<file path="src/rtl/ram_arbiter.sv">
// ram_arbiter: two-requester arbiter in front of a single-port RAM with
// asynchronous read data. Each winning request costs two cycles. In IDLE the
// winner's command is latched. In ACCESS that command drives the RAM and the
// winner's gnt pulses. Read data is captured at the end of ACCESS, and rvalid
// pulses in the following cycle.
//
// Build option: define RAM_ARBITER_FIXED_PRIO_EN to give requester 0 fixed
// priority on ties. This build has no last-grant register. The default build
// uses round-robin arbitration driven by a last-grant register.
module ram_arbiter #(
    parameter int ADDR_W = 10,
    parameter int DATA_W = 10
) (
    input  logic              clk,
    input  logic              reset,

    input  logic              r0_req,
    input  logic              r0_we,
    input  logic [ADDR_W-1:0] r0_addr,
    input  logic [DATA_W-1:0] r0_wdata,
    output logic              r0_gnt,
    output logic [DATA_W-1:0] r0_rdata,
    output logic              r0_rvalid,

    input  logic              r1_req,
    input  logic              r1_we,
    input  logic [ADDR_W-1:0] r1_addr,
    input  logic [DATA_W-1:0] r1_wdata,
    output logic              r1_gnt,
    output logic [DATA_W-1:0] r1_rdata,
    output logic              r1_rvalid,

    output logic              ram_we,
    output logic [ADDR_W-1:0] ram_address,
    output logic [DATA_W-1:0] ram_wdata,
    input  logic [DATA_W-1:0] ram_rdata
);

    typedef enum logic {
        IDLE   = 1'b0,
        ACCESS = 1'b1
    } state_t;

    state_t            state_q, state_d;

    // Latched command of the current winner
    logic              cmd_we_q,    cmd_we_d;
    logic [ADDR_W-1:0] cmd_addr_q,  cmd_addr_d;
    logic [DATA_W-1:0] cmd_wdata_q, cmd_wdata_d;
    logic              cmd_idx_q,   cmd_idx_d;

`ifndef RAM_ARBITER_FIXED_PRIO_EN
    // Index of the requester that won most recently. Reset to 1 so that
    // requester 0 wins the first tie.
    logic              last_q, last_d;
`endif

    // Requester inputs packed into index-addressable form
    logic [1:0]        req_w;
    logic [1:0]        we_w;
    logic [ADDR_W-1:0] addr_w  [2];
    logic [DATA_W-1:0] wdata_w [2];

    logic              win_idx;
    logic [1:0]        gnt_w;
    logic              ram_we_w;
    logic [ADDR_W-1:0] ram_address_w;
    logic [DATA_W-1:0] ram_wdata_w;

    logic [1:0]        capture_w;
    logic [1:0]        rvalid_w;
    logic [DATA_W-1:0] rdata_w [2];

    assign req_w      = {r1_req, r0_req};
    assign we_w       = {r1_we, r0_we};
    assign addr_w[0]  = r0_addr;
    assign addr_w[1]  = r1_addr;
    assign wdata_w[0] = r0_wdata;
    assign wdata_w[1] = r1_wdata;

    // Arbitration: a lone request always wins. A tie goes to requester 0
    // under fixed priority, otherwise to the requester not granted last.
    always_comb begin
        win_idx = 1'b0;
        case (req_w)
            2'b10:   win_idx = 1'b1;
`ifdef RAM_ARBITER_FIXED_PRIO_EN
            2'b11:   win_idx = 1'b0;
`else
            2'b11:   win_idx = ~last_q;
`endif
            default: win_idx = 1'b0;
        endcase
    end

    // Next-state and RAM-side outputs. The RAM is driven only in ACCESS,
    // and ram_address/ram_wdata are held at zero in IDLE.
    always_comb begin
        state_d       = state_q;
        cmd_we_d      = cmd_we_q;
        cmd_addr_d    = cmd_addr_q;
        cmd_wdata_d   = cmd_wdata_q;
        cmd_idx_d     = cmd_idx_q;
`ifndef RAM_ARBITER_FIXED_PRIO_EN
        last_d        = last_q;
`endif
        gnt_w         = 2'b00;
        ram_we_w      = 1'b0;
        ram_address_w = '0;
        ram_wdata_w   = '0;

        case (state_q)
            IDLE: begin
                if (|req_w) begin
                    cmd_we_d    = we_w[win_idx];
                    cmd_addr_d  = addr_w[win_idx];
                    cmd_wdata_d = wdata_w[win_idx];
                    cmd_idx_d   = win_idx;
`ifndef RAM_ARBITER_FIXED_PRIO_EN
                    last_d      = win_idx;
`endif
                    state_d     = ACCESS;
                end
            end
            ACCESS: begin
                ram_we_w           = cmd_we_q;
                ram_address_w      = cmd_addr_q;
                ram_wdata_w        = cmd_wdata_q;
                gnt_w[cmd_idx_q]   = 1'b1;
                state_d            = IDLE;
            end
            default: state_d = IDLE;
        endcase
    end

    // State and latched command. An asynchronous reset drops out of ACCESS
    // at once, so ram_we falls without waiting for a clock edge.
    always_ff @(posedge clk or posedge reset) begin
        if (reset) begin
            state_q     <= IDLE;
            cmd_we_q    <= 1'b0;
            cmd_addr_q  <= '0;
            cmd_wdata_q <= '0;
            cmd_idx_q   <= 1'b0;
        end else begin
            state_q     <= state_d;
            cmd_we_q    <= cmd_we_d;
            cmd_addr_q  <= cmd_addr_d;
            cmd_wdata_q <= cmd_wdata_d;
            cmd_idx_q   <= cmd_idx_d;
        end
    end

`ifndef RAM_ARBITER_FIXED_PRIO_EN
    // Last-grant register for round-robin tie breaking
    always_ff @(posedge clk or posedge reset) begin
        if (reset) begin
            last_q <= 1'b1;
        end else begin
            last_q <= last_d;
        end
    end
`endif

    // Per-requester read return. Data from the asynchronous RAM read is
    // captured at the end of a read ACCESS, and rvalid pulses in the next
    // cycle. Writes leave rdata untouched.
    generate
        for (genvar gi = 0; gi < 2; gi++) begin : g_rd
            logic [DATA_W-1:0] rdata_q;
            logic              rvalid_q;

            assign capture_w[gi] = (state_q == ACCESS) && !cmd_we_q &&
                                   (cmd_idx_q == 1'(gi));

            // Capture read data and raise the one-cycle rvalid pulse
            always_ff @(posedge clk or posedge reset) begin
                if (reset) begin
                    rdata_q  <= '0;
                    rvalid_q <= 1'b0;
                end else begin
                    rvalid_q <= capture_w[gi];
                    if (capture_w[gi]) begin
                        rdata_q <= ram_rdata;
                    end
                end
            end

            assign rvalid_w[gi] = rvalid_q;
            assign rdata_w[gi]  = rdata_q;
        end
    endgenerate

    assign r0_gnt      = gnt_w[0];
    assign r1_gnt      = gnt_w[1];
    assign r0_rvalid   = rvalid_w[0];
    assign r1_rvalid   = rvalid_w[1];
    assign r0_rdata    = rdata_w[0];
    assign r1_rdata    = rdata_w[1];
    assign ram_we      = ram_we_w;
    assign ram_address = ram_address_w;
    assign ram_wdata   = ram_wdata_w;

endmodule
</file>
<file path="config.mk">
export PLATFORM = sky130hd
export DESIGN_NAME = ram_arbiter
export DESIGN_NICKNAME = d
export VERILOG_FILES = /design/src/rtl/ram_arbiter.sv
export SDC_FILE = /design/constraint.sdc
export NUM_CORES = 1
export LEC_CHECK = 0
export ABC_AREA = 0
export CAP_MARGIN = 20
export CORE_ASPECT_RATIO = 1.2
export CORE_MARGIN = 4
export CORE_UTILIZATION = 43
export CTS_CLUSTER_DIAMETER = 80
export DETAILED_ROUTE_END_ITERATION = 7
export PLACE_DENSITY = 0.95
export REMOVE_ABC_BUFFERS = 1
export SLEW_MARGIN = 10
export SYNTH_ARGS = -nofsm -noshare
export SYNTH_HDL_FRONTEND = slang
export SYNTH_SLANG_ARGS = --single-unit
</file>
<file path="constraint.sdc">
create_clock -name clk -period 4.4 [get_ports clk]
set_clock_uncertainty 0.2 [all_clocks]
set_input_delay 1.1 -clock clk [delete_from_list [all_inputs] [get_ports clk]]
set_output_delay 1.1 -clock clk [all_outputs]
set_load 0.05 [all_outputs]
</file>
==> flow_metrics.env, run 1 <==
export IMPL_synth_distinct_cells=20
export IMPL_drt_pass1_iterations=4
export IMPL_cp_slowest_stage_delay_ns=0.81
export IMPL_place_inst=343
export IMPL_worstPathArrival_ns=2.10
export IMPL_tns_ns=0
export IMPL_synth_top_area_cell="dfrtp_1"
export IMPL_worstReg2RegStart="state_q"
export IMPL_yosysSeqAreaShare=0.560
export IMPL_r2r_end="r0_rdata[8]"
export IMPL_slew_viol_final=0
export IMPL_timing_critical_path_buf_inv=2
export IMPL_rows=27
export IMPL_place_hpwl_um=3680
export IMPL_netlist_area_leader_share=0.547
export IMPL_post_route_period_util=0.774
export IMPL_cts_resized=0
export IMPL_grt_max_degree=47
export IMPL_cts_buffers=5
export IMPL_yosys_top_cells_area="dfrtp_1, nand2_1, a31oi_1, mux2_4, and2_1"
export IMPL_n_fill_cell=342
export IMPL_first_global_vias=1755
export IMPL_die_y_um=83.8
export IMPL_synthAdderAreaFrac=0
export IMPL_netlist_instances=198
export IMPL_clk_latency_ns=0.29
export IMPL_cts_max_level=2
export IMPL_final_hold_viol_count=0
export IMPL_final_nets=349
export IMPL_post_cts_setup_buffer_count=0
export IMPL_wl_per_cell_um=13.7
export IMPL_synth_top_family_by_area="simple AND/OR/NAND/NOR gates"
export IMPL_boundaryPins=101
export IMPL_yosys_area_share_simple=0.190
export IMPL_drive_gt1_frac=0.126
export IMPL_worstPathRequired_ns=3.10
export IMPL_drc=0
export IMPL_root_buffer="clkbuf_8"
export IMPL_status="completed"
export IMPL_synthMuxAreaShare=0.126
export IMPL_fin_util=0.705
export IMPL_grt_pass1_wl_um=7940
export IMPL_r2r_cells=3
export IMPL_num_antenna_cells=0
export IMPL_area_delta_synth_final_pct=57.5
export IMPL_yosys_warnings=0
export IMPL_dieArea_um2=5960
export IMPL_ys_ff_latch=46
export IMPL_holdBufCountCts=0
export IMPL_p_per_area_nw_per_um2=643
export IMPL_cts_sinks=46
export IMPL_drtIter0Drc=41
export IMPL_regToRegSetupSlack_ns=2.07
export IMPL_multiInputGateArea_um2=836
export IMPL_whs_endpoint="r0_rdata[5]"
export IMPL_worstMarginPinSlew_ns=0.937
export IMPL_place_gp_congestion=0.776
export IMPL_seq_area_um2=1150
export IMPL_via_per_inst=4.81
export IMPL_port_buffers=100
export IMPL_path_max_fanout=24
export IMPL_end_kind="output pin"
export IMPL_wl_um=4830
export IMPL_crit_slowest_cell="clkdlybuf4s50_1"
export IMPL_core_area_um2=4590
export IMPL_syn_area_um2=2060
export IMPL_ant_nets=0
export IMPL_min_period_ns=3.40
export IMPL_synth_compound_area_share=0.0858
export IMPL_die_x_um=71.1
export IMPL_leakagePower_nw=1.38
export IMPL_initial_core_util=0.448
export IMPL_setup_viol=0
export IMPL_cts_tree="done"
export IMPL_vias=1694
export IMPL_cp_top_family="buffers and inverters"
export IMPL_min_path_type="flip-flop to flip-flop"
export IMPL_min_delay_start="r0_rdata[5]"
export IMPL_grt_overflow_total=0
export IMPL_postSynthAreaPerCell_um2=10.4
export IMPL_rsz0062_at_grt="no"
export IMPL_hold_depth=1
export IMPL_cp_num_cells=3
export IMPL_synth_xor_area_share=0
export IMPL_maxCapViolCount=0
export IMPL_clkTransAtPathRegs_ns=0.08
export IMPL_vdd_drop_max_uv=335
export IMPL_track_usage=0.167
export IMPL_crit_type="flip-flop to output pin"
export IMPL_worstPathCellList="inv_2, nor2_1, clkdlybuf4s50_1"
export IMPL_clk_path_buf_depth=2
export IMPL_fmaxAchievable_mhz=294
export IMPL_finalNonFillerCells=352
export IMPL_start_kind="flip-flop"
export IMPL_antenna_found_initial=0
export IMPL_max_slew_margin=0.371
cell usage in the layout, fill, tap and decap left out, drive strengths merged:
cell type,instances
clkbuf,6
a21boi,1
a21oi,1
a21bo,1
nor2,23
clkdlybuf4s50,100
dfrtp,45
a31oi,22
bufinv,2
and2,21
dfstp,1
inv,4
o21ba,1
mux2,20
o22ai,1
buf,1
or3,1
nor3,1
nand2,42
layer usage:
metal / GRT usage / wire, um / up-vias / part of all wire
li1: - / - / 843 / -
met1: 0.168 / 1790 / 776 / 0.37
met2: 0.314 / 2520 / 70 / 0.52
met3: 0.0651 / 474 / 5 / 0.098
met4: 0.0410 / 46 / 0 / 0.0095
met5: 0 / 0 / - / 0
cells by family after synthesis:
family,after synthesis
buffers and inverters,17
multiplexers,20
flip-flops,46
AND/OR/NAND/NOR,88
AO/OA/AOI/OAI,27
how the worst max path moves through the flow:
stage / end / from / slack, ns
2_1_floorplan: cmd_addr_q[0] / r1_req / 1.56
3_3_place_gp: r1_gnt / state_q / 1.33
3_5_place_dp: r0_gnt / state_q / 1.27
4_1_cts: r0_gnt / state_q / 0.94
5_1_grt: r1_gnt / state_q / 0.79
6_report: r0_gnt / state_q / 1.0
report_power, final:
group	leakage (nW)	internal, W	switching (W)
registers	0.533	0.000569	0.0000830
logic	0.778	0.000409	0.000643
clock network	0.0714	0.000242	0.000136
total	1.38	0.00122	0.000863
layout make-up:
class                   count  share of cell area
flip-flops and latches     46               0.356
repair buffers            101               0.315
multi-input cells         135               0.258
clock buffers               6              0.0255
well taps                  58              0.0224
clock inverters             2              0.0185
inverters                   4             0.00463
stage by stage:
stage          area [um2]  hold WS, ns  setup slack [ns]  total power (W)
2_1_floorplan        1990        0.309              1.56          0.00134
3_3_place_gp         3080        0.289              1.33          0.00170
3_5_place_dp         3080        0.297              1.27          0.00172
4_1_cts              3220        0.317             0.937          0.00210
5_1_grt              3240        0.335             0.788          0.00218
6_report             3240        0.312             0.996          0.00208
cells in the mapped netlist:
cell type and instances:
o22ai_1 1, inv_1 3, inv_2 1, o21ba_2 1, nor2_1 23, dfrtp_1 45, nand2_1 42, a21bo_2 1
a21boi_0 1, buf_2 5, clkbuf_1 7, a31oi_1 22, and2_1 21, mux2_4 9, dfstp_2 1, or3_4 1
buf_6 1, mux2_2 11, a21oi_1 1, nor3_1 1
state kept, by name, indices dropped and copies added, names as in the netlist:
register	cells
cmd_addr_q	10
cmd_wdata_q	10
r0_rdata	10
r1_rdata	10
cmd_idx_q	1
cmd_we_q	1
last_q	1
r0_rvalid	1
r1_rvalid	1
state_q	1
(Power assumes the default switching activity.)
==> inputs of run 2 (changes only) <==
Settings changed: CORE_UTILIZATION 43 to 36, PLACE_DENSITY 0.95 to 0.86.
Clock period 4.4 ns to 3.05 ns, I/O delays scaled along.
==> run 2 against run 1 <==
Against the previous run: combinational power up 43%; via count up 0.18%; power up 39%; setup slack worse by 0.44 ns.
==> flow_metrics.env, run 2 (synthesized netlist as in run 1, its figures left out) <==
export IMPL_core_area_um2=5410
export IMPL_place_hpwl_um=3570
export IMPL_num_antenna_cells=0
export IMPL_worstPathArrival_ns=1.53
export IMPL_first_global_vias=1660
export IMPL_cts_buffers=5
export IMPL_timing_critical_path_buf_inv=2
export IMPL_worstPathRequired_ns=2.09
export IMPL_final_nets=352
export IMPL_cts_resized=0
export IMPL_cts_tree="done"
export IMPL_root_buffer="clkbuf_8"
export IMPL_min_path_type="flip-flop to flip-flop"
export IMPL_die_x_um=77.0
export IMPL_rsz0062_at_grt="no"
export IMPL_p_sw_frac=0.425
export IMPL_drc=0
export IMPL_rows=29
export IMPL_layout_commonest_cell="clkdlybuf4s50_1"
export IMPL_wl_per_cell_um=13.1
export IMPL_max_slew_margin=0.583
export IMPL_ant_nets=0
export IMPL_min_period_ns=2.50
export IMPL_post_cts_setup_buffer_count=0
export IMPL_antenna_found_initial=0
export IMPL_slew_viol_final=0
export IMPL_grt_overflow_total=0
export IMPL_tns_ns=0
export IMPL_cts_sinks=46
export IMPL_setup_viol=0
export IMPL_place_gp_congestion=0.692
export IMPL_wl_um=4720
export IMPL_fmaxAchievable_mhz=400
export IMPL_crit_type="flip-flop to output pin"
export IMPL_cts_max_level=2
export IMPL_start_kind="flip-flop"
export IMPL_die_y_um=90.8
export IMPL_clockPowerShare=0.158
export IMPL_dpl_cell_area_um2=3060
export IMPL_vdd_drop_max_uv=374
export IMPL_p_sw_w=0.00123
export IMPL_boundaryPins=101
export IMPL_drive_gt1_frac=0.202
export IMPL_final_cell_mix="clkdlybuf4s50_1, dfrtp_1, nand2_1, buf_4, nor2_1"
export IMPL_area_delta_synth_final_pct=54.3
export IMPL_drtIter0Drc=52
export IMPL_clk_path_buf_depth=2
export IMPL_cp_top_family="flip-flops"
export IMPL_post_route_period_util=0.819
export IMPL_final_hold_viol_count=0
export IMPL_power_frac_seq=0.323
export IMPL_worstMarginPinSlew_ns=0.625
export IMPL_grt_max_degree=47
export IMPL_leakagePower_nw=1.42
export IMPL_port_buffers=100
export IMPL_clkTransAtPathRegs_ns=0.08
export IMPL_multiInputGateArea_um2=827
export IMPL_crit_slowest_cell="dfrtp_1"
export IMPL_dieArea_um2=6990
export IMPL_grt_pass1_wl_um=7700
export IMPL_worstPathCellList="inv_2, nor2_1, buf_4"
export IMPL_vias=1697
export IMPL_drt_pass1_iterations=4
export IMPL_p_comb_frac=0.520
export IMPL_status="completed"
export IMPL_initial_core_util=0.380
export IMPL_holdBufCountCts=0
export IMPL_seq_area_um2=1150
export IMPL_post_route_cell_area_um2=3170
export IMPL_p_per_area_nw_per_um2=912
export IMPL_clk_latency_ns=0.28
export IMPL_end_kind="output pin"
export IMPL_path_max_fanout=24
export IMPL_n_fill_cell=510
export IMPL_cp_slowest_stage_delay_ns=0.75
export IMPL_internal_power_w=0.00167
export IMPL_maxCapViolCount=0
export IMPL_track_usage=0.136
export IMPL_fin_util=0.587
export IMPL_via_per_inst=4.73
-- run 2: cell types whose count changed in the layout (fill, tap and decap cells not counted), sizes merged --
cell,change
buf,+26
bufinv,-1
clkbuf,+1
clkdlybuf4s50,-23
-- run 2: metal layers --
layer	GRT usage	up-vias	wire [um]
li1	-	852	-
met1	0.159	774	2030
met2	0.229	69	2260
met3	0.0499	2	409
met4	0.0490	0	21
met5	0	-	0
-- run 2: final timing paths --
path,from,end,slack [ns],cells after the start
setup reg to reg,state_q,r1_rdata[3],0.97,3
min in group asynchronous,reset,r1_rdata[2],0.61,3
hold / removal,r1_rdata[7],r1_rdata[7],0.31,1
hold reg to reg,r1_rdata[7],r1_rdata[7],0.31,1
max in group asynchronous,reset,last_q,1.76,3
setup / recovery,state_q,r1_gnt,0.55,3
-- run 2: power by group through the flow --
| stage | logic [W] | registers (W) | clock network [W] |
|---|---|---|---|
| final | 0.00150 | 0.000934 | 0.000457 |
| after global routing | 0.00158 | 0.000970 | 0.000499 |
| after CTS | 0.00152 | 0.000938 | 0.000474 |
| after detailed placement | 0.00152 | 0.000950 | 0 |
| after global placement | 0.00150 | 0.000939 | 0 |
| after floorplan | 0.000516 | 0.00142 | 0 |
-- run 2: area by class of cell --
class                           instances  share of cell area
Sequential cell                        46               0.363
Timing Repair Buffer                  104               0.311
Multi-Input combinational cell        135               0.261
Clock buffer                            7              0.0272
Tap cell                               62              0.0244
Clock inverter                          1             0.00946
Inverter                                4             0.00473
-- run 2: metrics by stage --
stage               instances  worst slack [ns]  hold WS [ns]  power [W]
floorplan                 185             0.547         0.309    0.00194
global placement          351             0.791         0.291    0.00244
detailed placement        351             0.710         0.290    0.00247
CTS                       359             0.511         0.314    0.00293
global route              359             0.357         0.327    0.00305
finish                    359             0.553         0.309    0.00290
==> inputs of run 3 (changes only) <==
Settings changed: CORE_UTILIZATION 36 to 40, PLACE_DENSITY 0.86 to 0.9.
Clock period 3.05 ns to 2.5 ns, I/O delays scaled along.
==> run 3 against run 2 <==
Against the previous run: combinational power up 36%; die area fell by 9.1%; hold slack improved by 0.0024 ns; first-iteration DRC count up 12%; routed wire length grew 7.2%; clock power up 2%; core utilization grew 11 points; cell area increased by 9.2%; critical path type unchanged; critical endpoint is now r1_rdata[3].
==> flow_metrics.env, run 3 (synthesized netlist as in run 1, its figures left out) <==
export IMPL_fmaxAchievable_mhz=436
export IMPL_regToRegSetupSlack_ns=0.58
export IMPL_vdd_drop_max_uv=405
export IMPL_cts_tree="done"
export IMPL_min_path_type="flip-flop to flip-flop"
export IMPL_cts_max_level=2
export IMPL_power_w=0.00365
export IMPL_slew_viol_final=0
export IMPL_end_kind="output pin"
export IMPL_worstMarginPinSlew_ns=0.507
export IMPL_cp_slowest_stage_delay_ns=0.81
export IMPL_cts_sinks=46
export IMPL_p_per_area_nw_per_um2=1050
export IMPL_clkTransAtPathRegs_ns=0.09
export IMPL_wl_per_cell_um=14.1
export IMPL_final_hold_viol_count=0
export IMPL_first_global_vias=1765
export IMPL_timing_critical_path_buf_inv=1
export IMPL_initial_core_util=0.413
export IMPL_ant_nets=0
export IMPL_via_per_inst=4.79
export IMPL_drt_pass1_iterations=4
export IMPL_drtIter0Drc=58
export IMPL_core_area_um2=4970
export IMPL_cp_num_cells=1
export IMPL_num_antenna_cells=0
export IMPL_track_usage=0.162
export IMPL_port_buffers=100
export IMPL_area_delta_synth_final_pct=68.6
export IMPL_dieArea_um2=6360
export IMPL_post_route_period_util=0.917
export IMPL_worstPathRequired_ns=1.67
export IMPL_status="completed"
export IMPL_cts_buffers=5
export IMPL_final_nets=353
export IMPL_grt_overflow_total=0
export IMPL_layout_commonest_cell="clkdlybuf4s50_1"
export IMPL_grt_max_degree=45
export IMPL_max_slew_margin=0.661
export IMPL_root_buffer="clkbuf_8"
export IMPL_crit_type="flip-flop to output pin"
export IMPL_start_kind="flip-flop"
export IMPL_clk_latency_ns=0.29
export IMPL_min_period_ns=2.29
export IMPL_setup_viol=0
export IMPL_rows=28
export IMPL_grt_pass1_wl_um=8060
export IMPL_wl_um=5060
export IMPL_rsz0062_at_grt="no"
export IMPL_place_hpwl_um=3840
export IMPL_post_cts_setup_buffer_count=0
export IMPL_tns_ns=0
export IMPL_vias=1716
export IMPL_crit_slowest_cell="clkdlybuf4s50_1"
export IMPL_final_cell_mix="clkdlybuf4s50_1, dfrtp_1, nand2_1, buf_12, nor2_1"
export IMPL_cts_resized=0
export IMPL_drive_gt1_frac=0.215
export IMPL_worstPathArrival_ns=1.47
export IMPL_cp_top_family="buffers and inverters"
export IMPL_leakagePower_nw=1.50
export IMPL_maxCapViolCount=0
export IMPL_drc=0
export IMPL_hold_depth=1
export IMPL_die_y_um=86.6
export IMPL_r2r_cells=3
export IMPL_holdBufCountCts=0
export IMPL_die_x_um=73.5
export IMPL_worstPathCellList="clkdlybuf4s50_1"
export IMPL_antenna_found_initial=0
export IMPL_clk_path_buf_depth=2
export IMPL_boundaryPins=101
export IMPL_path_max_fanout=2
export IMPL_place_gp_congestion=0.745
-- run 3: cell count changes in the layout (fill, tap and decap cells not counted) --
cell / before / now
clkinv_2: 0 / 1
clkbuf_1: 1 / 0
a21boi_2: 0 / 1
clkinvlp_4: 0 / 1
a21boi_1: 1 / 0
nor3_2: 0 / 1
buf_4: 26 / 3
nor3_1: 1 / 0
buf_12: 1 / 25
bufinv_16: 1 / 0
-- run 3: cell type report --
cell class,instances,area (um2)
Clock buffer,6,82.6
Clock inverter,2,12.5
Fill cell,372,1510
Inverter,4,15.0
Multi-Input combinational cell,135,836
Sequential cell,46,1150
Tap cell,60,75.1
Timing Repair Buffer,105,1290
-- run 3: report_power, final --
part	total, W	internal, W	leakage, nW	switching, W
clock network	0.000468	0.000222	0.0472	0.000245
registers	0.00114	0.00100	0.533	0.000140
logic	0.00204	0.000865	0.920	0.00118
-- run 3: through the flow --
stage | worst slack [ns] | hold WS, ns | instance area (um2) | utilization | instances
2_1_floorplan | 0.135 | 0.309 | 1990 | - | 185
3_3_place_gp | 0.372 | 0.289 | 3370 | 0.678 | 350
3_5_place_dp | 0.293 | 0.295 | 3370 | 0.678 | 350
4_1_cts | 0.189 | 0.315 | 3470 | 0.697 | 358
5_1_grt | 0.0879 | 0.327 | 3470 | 0.697 | 358
6_report | 0.208 | 0.312 | 3470 | 0.697 | 358
-- run 3: worst paths after layout --
path                                   from           to
worst max-delay path            r1_rdata[3]  r1_rdata[3]
worst min-delay path            r0_rdata[2]  r0_rdata[2]
worst min register to register  r0_rdata[2]  r0_rdata[2]
worst max register to register      state_q  r1_rdata[7]
min in group asynchronous             reset  r1_rdata[5]
max in group asynchronous             reset       last_q
-- run 3: routing by layer --
layer	global-route usage	share of wire
met1	0.180	0.39
met2	0.294	0.51
met3	0.0557	0.10
met4	0.0346	0.0028
met5	0	0
